<file path="src/rtl/complex_bus_slave_mem_if.sv">
// complex_bus link: master drives address/data/byte_enable/valid,
// slave answers with ready/error.
interface complex_bus;
  logic [31:0] address;
  logic [63:0] data;
  logic [7:0]  byte_enable;
  logic        valid;
  logic        ready;
  logic        error;

  modport master (
    output address, data, byte_enable, valid,
    input  ready, error
  );

  modport slave (
    input  address, data, byte_enable, valid,
    output ready, error
  );
endinterface

</file>
<file path="src/rtl/complex_bus_slave_mem.sv">
// Write-only complex_bus memory slave with wait states and debug port.
// Optional sticky error flag: define COMPLEX_BUS_SLAVE_STICKY_ERR_EN.
module complex_bus_slave_mem #(
  parameter int unsigned DEPTH       = 16,
  parameter logic [31:0] BASE_ADDR   = 32'h0000_0000,
  parameter int unsigned WAIT_STATES = 1
) (
  input  logic                     clk,
  input  logic                     rst,
  complex_bus.slave                bus,
  input  logic [$clog2(DEPTH)-1:0] rd_addr,
  output logic [63:0]              rd_data,
  output logic [31:0]              wr_count,
`ifdef COMPLEX_BUS_SLAVE_STICKY_ERR_EN
  output logic [15:0]              err_count,
  input  logic                     err_clr,
  output logic                     err_sticky
`else
  output logic [15:0]              err_count
`endif
);

  localparam int AW = $clog2(DEPTH);
  localparam logic [3:0] WS = 4'(WAIT_STATES);

  typedef enum logic [1:0] {
    S_IDLE,
    S_WAIT,
    S_RESP
  } state_e;

  state_e          state_q, state_d;
  logic [3:0]      cnt_q, cnt_d;
  logic [AW-1:0]   idx_q, idx_d;
  logic [63:0]     data_q, data_d;
  logic [7:0]      be_q, be_d;
  logic            derr_q, derr_d;
  logic            ready_q, ready_d;
  logic            error_q, error_d;
  logic [63:0]     rd_data_q;
  logic [31:0]     wr_count_q;
  logic [15:0]     err_count_q;
  logic [63:0]     mem_q [DEPTH];

  logic [31:0]     off;
  logic            dec_err;
  logic            hs;

  assign off     = bus.address - BASE_ADDR;
  assign dec_err = (bus.address[2:0] != 3'b000)
                || (bus.address < BASE_ADDR)
                || ((off >> 3) >= DEPTH);
  assign hs      = (state_q == S_RESP);

  always_comb begin
    state_d = state_q;
    cnt_d   = cnt_q;
    idx_d   = idx_q;
    data_d  = data_q;
    be_d    = be_q;
    derr_d  = derr_q;
    unique case (state_q)
      S_IDLE: begin
        if (bus.valid) begin
          idx_d   = off[AW+2:3];
          data_d  = bus.data;
          be_d    = bus.byte_enable;
          derr_d  = dec_err;
          cnt_d   = WS;
          state_d = (WS == 4'd0) ? S_RESP : S_WAIT;
        end
      end
      S_WAIT: begin
        // master dropping valid mid-wait abandons the transfer
        if (!bus.valid) begin
          state_d = S_IDLE;
        end else if (cnt_q <= 4'd1) begin
          state_d = S_RESP;
        end else begin
          cnt_d = cnt_q - 4'd1;
        end
      end
      S_RESP:  state_d = S_IDLE;
      default: state_d = S_IDLE;
    endcase
    ready_d = (state_d == S_RESP);
    error_d = (state_d == S_RESP) && derr_d;
  end

  always_ff @(posedge clk) begin
    if (rst) begin
      state_q     <= S_IDLE;
      cnt_q       <= '0;
      idx_q       <= '0;
      data_q      <= '0;
      be_q        <= '0;
      derr_q      <= 1'b0;
      ready_q     <= 1'b0;
      error_q     <= 1'b0;
      rd_data_q   <= '0;
      wr_count_q  <= '0;
      err_count_q <= '0;
    end else begin
      state_q   <= state_d;
      cnt_q     <= cnt_d;
      idx_q     <= idx_d;
      data_q    <= data_d;
      be_q      <= be_d;
      derr_q    <= derr_d;
      ready_q   <= ready_d;
      error_q   <= error_d;
      rd_data_q <= mem_q[rd_addr];
      if (hs && !derr_q) begin
        wr_count_q <= wr_count_q + 32'd1;
      end
      if (hs && derr_q && (err_count_q != 16'hFFFF)) begin
        err_count_q <= err_count_q + 16'd1;
      end
    end
  end

  always_ff @(posedge clk) begin
    if (rst) begin
      mem_q <= '{default: '0};
    end else if (hs && !derr_q) begin
      for (int b = 0; b < 8; b++) begin
        if (be_q[b]) begin
          mem_q[idx_q][8*b +: 8] <= data_q[8*b +: 8];
        end
      end
    end
  end

`ifdef COMPLEX_BUS_SLAVE_STICKY_ERR_EN
  logic sticky_q;

  // a new error outranks a clear in the same cycle
  always_ff @(posedge clk) begin
    if (rst) begin
      sticky_q <= 1'b0;
    end else if (hs && derr_q) begin
      sticky_q <= 1'b1;
    end else if (err_clr) begin
      sticky_q <= 1'b0;
    end
  end

  assign err_sticky = sticky_q;
`endif

  assign bus.ready = ready_q;
  assign bus.error = error_q;
  assign rd_data   = rd_data_q;
  assign wr_count  = wr_count_q;
  assign err_count = err_count_q;

endmodule
</file>
<file path="src/flat_wrapper.sv">
// flat-port wrapper written by rule: the top's interface ports become plain ports
module complex_bus_slave_mem_flat 
#(
  parameter int unsigned DEPTH       = 16,
  parameter logic [31:0] BASE_ADDR   = 32'h0000_0000,
  parameter int unsigned WAIT_STATES = 1
)
  (clk, rst, rd_addr, rd_data, wr_count, err_count, bus_address, bus_data, bus_byte_enable, bus_valid, bus_ready, bus_error);
  complex_bus bus_i ();
  input  logic clk;
  input  logic rst;
  input  logic [$clog2(DEPTH)-1:0] rd_addr;
  output logic [63:0] rd_data;
  output logic [31:0] wr_count;
  output logic [15:0] err_count;
  input wire logic [$bits(bus_i.address)-1:0] bus_address;
  input wire logic [$bits(bus_i.data)-1:0] bus_data;
  input wire logic [$bits(bus_i.byte_enable)-1:0] bus_byte_enable;
  input wire logic [$bits(bus_i.valid)-1:0] bus_valid;
  output wire logic [$bits(bus_i.ready)-1:0] bus_ready;
  output wire logic [$bits(bus_i.error)-1:0] bus_error;
  assign bus_i.address = bus_address;
  assign bus_i.data = bus_data;
  assign bus_i.byte_enable = bus_byte_enable;
  assign bus_i.valid = bus_valid;
  assign bus_ready = bus_i.ready;
  assign bus_error = bus_i.error;
  complex_bus_slave_mem #(.DEPTH(DEPTH), .BASE_ADDR(BASE_ADDR), .WAIT_STATES(WAIT_STATES)) u_core (.clk(clk), .rst(rst), .bus(bus_i), .rd_addr(rd_addr), .rd_data(rd_data), .wr_count(wr_count), .err_count(err_count));
endmodule
</file>
<file path="config.mk">
export PLATFORM = sky130hd
export DESIGN_NAME = complex_bus_slave_mem_flat
export DESIGN_NICKNAME = d
export VERILOG_FILES = /design/src/rtl/complex_bus_slave_mem_if.sv /design/src/rtl/complex_bus_slave_mem.sv /design/src/flat_wrapper.sv
export SDC_FILE = /design/constraint.sdc
export NUM_CORES = 2
export LEC_CHECK = 0
export BUFFER_PORTS_ARGS = -buffer_cell sky130_fd_sc_hd__buf_2
export CAP_MARGIN = 5
export CORE_MARGIN = 2
export CORE_UTILIZATION = 56
export DETAILED_ROUTE_END_ITERATION = 8
export MAX_ROUTING_LAYER = met4
export PLACE_DENSITY = 0.85
export SLEW_MARGIN = 20
export SYNTH_ARGS = -nofsm -noshare
export SYNTH_HDL_FRONTEND = slang
export SYNTH_SLANG_ARGS = --single-unit
</file>
<file path="constraint.sdc">
create_clock -name clk -period 2 [get_ports clk]
set_input_delay 0.3 -clock clk [delete_from_list [all_inputs] [get_ports clk]]
set_output_delay 0.3 -clock clk [all_outputs]
set_load 0.005 [all_outputs]
</file>
# Yosys cells after proc, flatten, opt, wreduce, memory -nomap -nowiden
# Index checks and enable logic that the tools add are counted.
[op_classes] reduce_logical=13 eq_ne=7 addsub=3 muxes=59 bitwise=2 magnitude_cmp=6
[op_table] op="$mux W1024" count=22
[op_table] op="$bwmux W1024" count=8
[op_table] op="$demux W64 S4" count=8
[op_table] op="$bmux W64 S4" count=1
[op_table] op="$mux W64" count=3
[op_table] op="$mux W56" count=1
[op_table] op="$mux W48" count=1
[op_table] op="$mux W40" count=1
[op_table] op="$add A32 B1 Y32 const B" count=1
[op_table] op="$lt A32 B1 Y1 const B" count=1
[op_table] op="$mux W32" count=1
[op_table] op="$ge A29 B5 Y1 const B" count=1
[op_table] op="$mux W24" count=1
[op_table] op="$add A16 B1 Y16 const B" count=1
[op_table] op="$mux W16" count=1
[op_table] op="$ne A16 B16 Y1 const B" count=1
[op_table] op="$mux W4" count=3
[op_table] op="$ge A5 B5 Y1 const B" count=2
[op_table] op="$not A4 Y5" count=2
[op_table] op="$mux W8" count=1
[op_table] op="$pmux W4 S2" count=1
[op_table] op="$mux W2" count=3
[op_table] op="$ne A2 B2 Y1 const B" count=3
[op_table] op="$logic_and A1 B1 Y1" count=5
[op_table] op="14 further kinds" count=17
[word_totals] register_bits=1221 input_bits=111 elab_cells=117 out_inout_bits=114

# Logic depth before layout (Yosys ltp)
[logic_depth] word_depth=35 mapped_depth=8 depth_no_buf=6

# Worst setup path after synthesis
# Ideal clock, no wire load.
[synth_path] path_kind="input-to-reg" startpoint="input rd_addr[0]" endpoint="register u_core.rd_data_q[29], in the netlist u_core.rd_data[29]" setup_slack_ns=-0.042 cell_stages=7 required_ns=1.878 arrival_time_ns=1.921 setup_time_ns=0.122 cell_sequence="clkbuf_1 -> buf_2 -> buf_2 -> mux2i_1 -> a22oi_1 -> a22o_1 -> a221o_1"
[synth_between] elab_chain_len=4
[synth_rtl] element="start, declared" line_no="flat_wrapper.sv:12" text="input logic [$clog2(DEPTH)-1:0] rd_addr;"
[synth_rtl] element="$not A4 Y5 (implied by the code)" line_no="complex_bus_slave_mem.sv:112" text="rd_data_q <= mem_q[rd_addr];"
[synth_rtl] element="$bmux W64 S4" line_no="complex_bus_slave_mem.sv:112"
[synth_rtl] element="$mux W64 (implied by the code) (2 in series)" line_no="complex_bus_slave_mem.sv:112"
[synth_rtl] element="end signal, assigned" line_no="complex_bus_slave_mem.sv:112"
[synth_rtl] element="end, declared" line_no="complex_bus_slave_mem.sv:40" text="logic [63:0] rd_data_q;"
# No other way between the ends. The select of a mux whose other input is x is not followed.
# A chain may end at the register's enable or synchronous reset.

# Worst setup path in the final report
[layout_path] startpoint="register u_core.idx_q[0]" endpoint="register u_core.mem_q[747] (netlist name)"
[layout_between] elab_chain_len=32 elab_cells_between_ends=43 cone_classes="2 x order compare; 39 x mux; 1 x bitwise; 1 x reduce/logical"
[layout_rtl] element="start, declared" line_no="complex_bus_slave_mem.sv:34" text="logic [AW-1:0] idx_q, idx_d;"
[layout_rtl] element="start signal, assigned" line_no="complex_bus_slave_mem.sv:106" text="idx_q <= idx_d;"
[layout_rtl] element="$not A4 Y5 (implied by the code) (*)" line_no="complex_bus_slave_mem.sv:128" text="mem_q[idx_q][8*b +: 8] <= data_q[8*b +: 8];"
[layout_rtl] element="$demux W64 S4" line_no="complex_bus_slave_mem.sv:128"
[layout_rtl] element="$bwmux W1024" line_no="complex_bus_slave_mem.sv:128"
[layout_rtl] element="$mux W1024" line_no="complex_bus_slave_mem.sv:127" text="if (be_q[b]) begin"
[layout_rtl] element="$mux W1024" line_no="complex_bus_slave_mem.sv:125" text="end else if (hs && !derr_q) begin"
[layout_rtl] element="$mux W1024" line_no="complex_bus_slave_mem.sv:123" text="if (rst) begin"
[layout_rtl] element="$bwmux W1024" line_no="complex_bus_slave_mem.sv:128"
[layout_rtl] element="$mux W1024" line_no="complex_bus_slave_mem.sv:127"
[layout_rtl] element="[... 16 more ...]"
[layout_rtl] element="$mux W1024" line_no="complex_bus_slave_mem.sv:125"
[layout_rtl] element="$mux W1024" line_no="complex_bus_slave_mem.sv:123"
[layout_rtl] element="$bwmux W1024" line_no="complex_bus_slave_mem.sv:128"
[layout_rtl] element="$mux W1024" line_no="complex_bus_slave_mem.sv:127"
[layout_rtl] element="$mux W1024" line_no="complex_bus_slave_mem.sv:125"
[layout_rtl] element="$mux W1024" line_no="complex_bus_slave_mem.sv:123"
[layout_rtl] element="$bwmux W1024" line_no="complex_bus_slave_mem.sv:128"
[layout_rtl] element="$mux W1024 (*)" line_no="complex_bus_slave_mem.sv:127"
[layout_rtl] element="end signal, assigned by index" line_no="complex_bus_slave_mem.sv:128"
[layout_rtl] element="end, declared" line_no="complex_bus_slave_mem.sv:43" text="logic [63:0] mem_q [DEPTH];"
# Every way passes the cells marked *; elsewhere a longest branch is shown, timed or not. The select of a mux whose other input is x is not followed.

==> results.py <==
metrics = {
    "clock_tree": {
        "cts_buffers": 119,
        "cts.clk_slew.worst_paths_ns": 0.07,
        "cts.sink_count": 1221,
        "root_buffer": "clkbuf_16",
        "clockBufferDepth": 3,
        "clk_latency_ns": 0.72,
        "cts_tree": "yes",
        "htree_levels": 3,
    },
    "logic_synthesis": {
        "ys_seq_area_share_pct": 46.71,
        "syn-num-nets": 5036,
        "yosys.area_share.simple_pct": 14.61,
        "synth_edf_count": 0,
        "syn-mean-instance-area_um2": 10.63,
        "synth_fa_ha_area_share_pct": 0.09565,
        "synth_flop_cell": "dfxtp_1",
        "synthCells": 4921,
        "synthMuxAreaShare_pct": 31.91,
        "ys_warn_count": 0,
        "synth_seq_cells": 1221,
        "yosys.cell_types.count": 54,
        "synth_compound_area_share_pct": 3.180,
        "synth_top_family_by_area": "multiplexers",
        "async_flop_share_pct": 0,
        "synthXorXnorAreaFrac_pct": 0.2009,
        "syn_area_mm2": 0.05233,
    },
    "die": {
        "io_pins": 225,
        "die_x_um": 309.7,
        "core_mm2": 0.09291,
        "die_y_um": 309.7,
        "rows": 112,
        "start_util_pct": 56.32,
        "die-area_mm2": 0.09590,
    },
    "pwr": {
        "finalPower_mw": 50.72,
        "powerDensity_mw_per_mm2": 813.8,
        "irDropWorstVdd_mv": 0.7099,
        "cellLeakagePower_nw": 26.10,
    },
    "timing": {
        "rsz0062_at_grt": "yes",
        "setup-violations-final": 2,
        "post-route-min-period_ns": 2.016,
        "fin_crit_sh_pct": 100.8,
        "setup_ws_ns": -0.01559,
        "clock_skew_ns": 0.03650,
        "hold_viol": 0,
        "final-max-slew-violation-count": 0,
        "fmax_ghz": 0.4961,
        "tightest_slew_ns": 1.136,
        "slew_headroom_pct": 24.19,
    },
    "place": {
        "portBuffers": 224,
        "placedInstanceArea_mm2": 0.05712,
        "place_hpwl_mm": 87.64,
        "routabilityCongestion": 0.8296,
    },
    "cells_and_area": {
        "fillers": 6227,
        "fin_nets": 5355,
        "drive_gt1_share_pct": 20.77,
        "post-route-util_pct": 67.08,
        "area_growth_pct": 19.10,
        "post-route-cell-area_mm2": 0.06232,
        "seqCellArea_mm2": 0.02446,
        "multiInputGateArea_mm2": 0.02647,
    },
    "route": {
        "drc": 0,
        "drtPass1Iterations": 7,
        "ant_nets": 0,
        "vias": 40130,
        "wire_per_inst_um": 21.99,
        "wirelength_mm": 145.2,
        "vias_per_cell": 6.080,
        "detail_route.iter0.violations": 4279,
    },
    "hold_path": {
        "hold_path_end": "u_core.be_q[4]$_SDFFE_PP0P_",
        "hold_class": "in -> reg",
        "hold_start": "bus_byte_enable[4]",
        "holdPathStages": 3,
    },
    "setup_path": {
        "rrSetupSlack_ns": -0.02,
        "crit_fanout": 19,
        "crit_type": "reg -> reg",
        "start_kind": "flop",
        "worstPathRequired_ns": 2.55,
        "end_kind": "flop",
        "crit_arrival_ns": 2.57,
        "r2r_end": "u_core.mem_q[747]$_SDFFE_PP0P_",
        "ff2ff_path_depth": 7,
        "r2r-start": "u_core.idx_q[0]$_SDFFE_PP0P_",
    },
    "global_routing": {
        "grt-ovfl-total": 0,
        "grt_pass1_vias": 39670,
        "grt_pass1_wl_mm": 221.9,
        "grtUsageTotal_pct": 30.18,
        "antenna_found_initial": 4,
        "grt_max_degree": 234,
    },
    "status": {
        "violations": "negative setup slack",
        "outcome": "finished with violations",
    },
    "job": {
        "maxCapViolCount": 0,
    },
}
## worst max path at each step
stage,slack [ns],startpoint,end,cells past startpoint
3_3_place_gp,-0.01,rd_addr[0],u_core.rd_data[17]$_SDFF_PP0_,6
5_1_grt,-0.05,u_core.idx_q[0]$_SDFFE_PP0P_,u_core.mem_q[747]$_SDFFE_PP0P_,7
2_1_floorplan,0.02,u_core.state_q[0]$_SDFF_PP0_,u_core.mem_q[976]$_SDFFE_PP0P_,7
6_report,-0.02,u_core.idx_q[0]$_SDFFE_PP0P_,u_core.mem_q[747]$_SDFFE_PP0P_,7
3_5_place_dp,-0.03,rd_addr[0],u_core.rd_data[30]$_SDFF_PP0_,6
4_1_cts,-0.001,u_core.state_q[0]$_SDFF_PP0_,u_core.mem_q[820]$_SDFFE_PP0P_,6
## worst max-delay path, stage by stage (launching register included)
cell     delay (ns)
dfxtp_2        0.37
buf_12         0.17
buf_4          0.17
nor3b_1        0.43
nand3_1        0.17
buf_4          0.24
mux2i_1        0.21
nor2_1         0.07
## layout by cell type, fill, tap and decap left out, types with 85 or more instances in the layout
master	Yosys	layout
dfxtp_1	1221	1211
mux2i_1	1154	1132
nor2_1	1050	1045
mux4_2	226	226
buf_2	49	220
nand2_1	217	215
buf_4	0	203
clkbuf_16	0	122
a21oi_1	103	103
buf_12	0	103
nand3_1	89	85
## per-layer routing
metal	vias to the layer above	GRT usage (%)	wire length [um]
li1	17970	-	-
met5	-	-	0
met3	431	4.543	11410
met4	0	14.06	6220
met2	1924	47.95	69080
met1	19800	38.01	58440
## sequential cells by signal, indices dropped and copies added (netlist names)
name	count
u_core.bus.ready	1
u_core.cnt_q	4
u_core.be_q	8
u_core.idx_q	4
u_core.state_q	2
u_core.bus.error	1
u_core.wr_count	32
u_core.derr_q	1
u_core.rd_data	64
u_core.data_q	64
u_core.err_count	16
u_core.mem_q	1024
## power breakdown
part,switching [mW],internal (mW)
registers,0.507,24.4
logic,1.51,0.963
clock network,9.88,13.4
## cell families (layout without fill, tap and decap cells)
group                      count (synthesis)  count (layout)
xor gates and xnor gates                  12              12
buffers and inverters                    432             854
other                                      0               3
and+or+nand+nor                         1615            1615
muxes                                   1385            1385
AOI/OAI and AO/OA                        252             252
adders and majority gates                  4               4
DFF                                     1221            1221
## per-stage QoR
step	cells	setup WS [ns]	hold WS, ns	TNS (ns)
final	6600	-0.01559	0.01882	-0.02321
after global routing	6599	-0.04512	0.03031	-0.4627
after CTS	6595	-0.001289	0.001999	-0.001646
after detailed placement	6295	-0.03331	0.4758	-0.07879
after global placement	6295	-0.01104	0.4665	-0.01104
after floorplan	4921	0.01752	0.4360	0
## timing repair
action | in CTS | in global routing
resized for setup | 12 | 62
hold buffers | 74 | 0
pin swaps | 1 | 5
setup buffers | 1 | 1
cloned | 1 | 1
endpoints found under the hold margin | 76 | 0
endpoints found under the setup margin | 8 | 132
## Yosys cell counts, drive strengths merged, types with 25 or more instances
cell type / instances / share of area (%)
nor2: 1050 / 7.5
buf: 138 / 1.2
mux4: 226 / 9.7
clkbuf: 284 / 2.0
mux2i: 1154 / 22
and3: 25 / 0.30
dfxtp: 1221 / 47
nor3: 71 / 2.1
o22ai: 34 / 0.41
nand4: 33 / 0.39
a21oi: 103 / 0.99
nand2: 217 / 1.6
nand3: 89 / 0.85
## area by class of cell
type / count / area share (%)
diodes: 3 / 0.01205
clock buffers: 172 / 5.583
clock inverters: 52 / 0.9737
inverters: 10 / 0.06023
multi-input cells: 3268 / 42.47
flip-flops and latches: 1221 / 39.25
well taps: 1254 / 2.518
repair buffers: 620 / 9.143
Note: power is estimated with default switching activity, not from simulation.
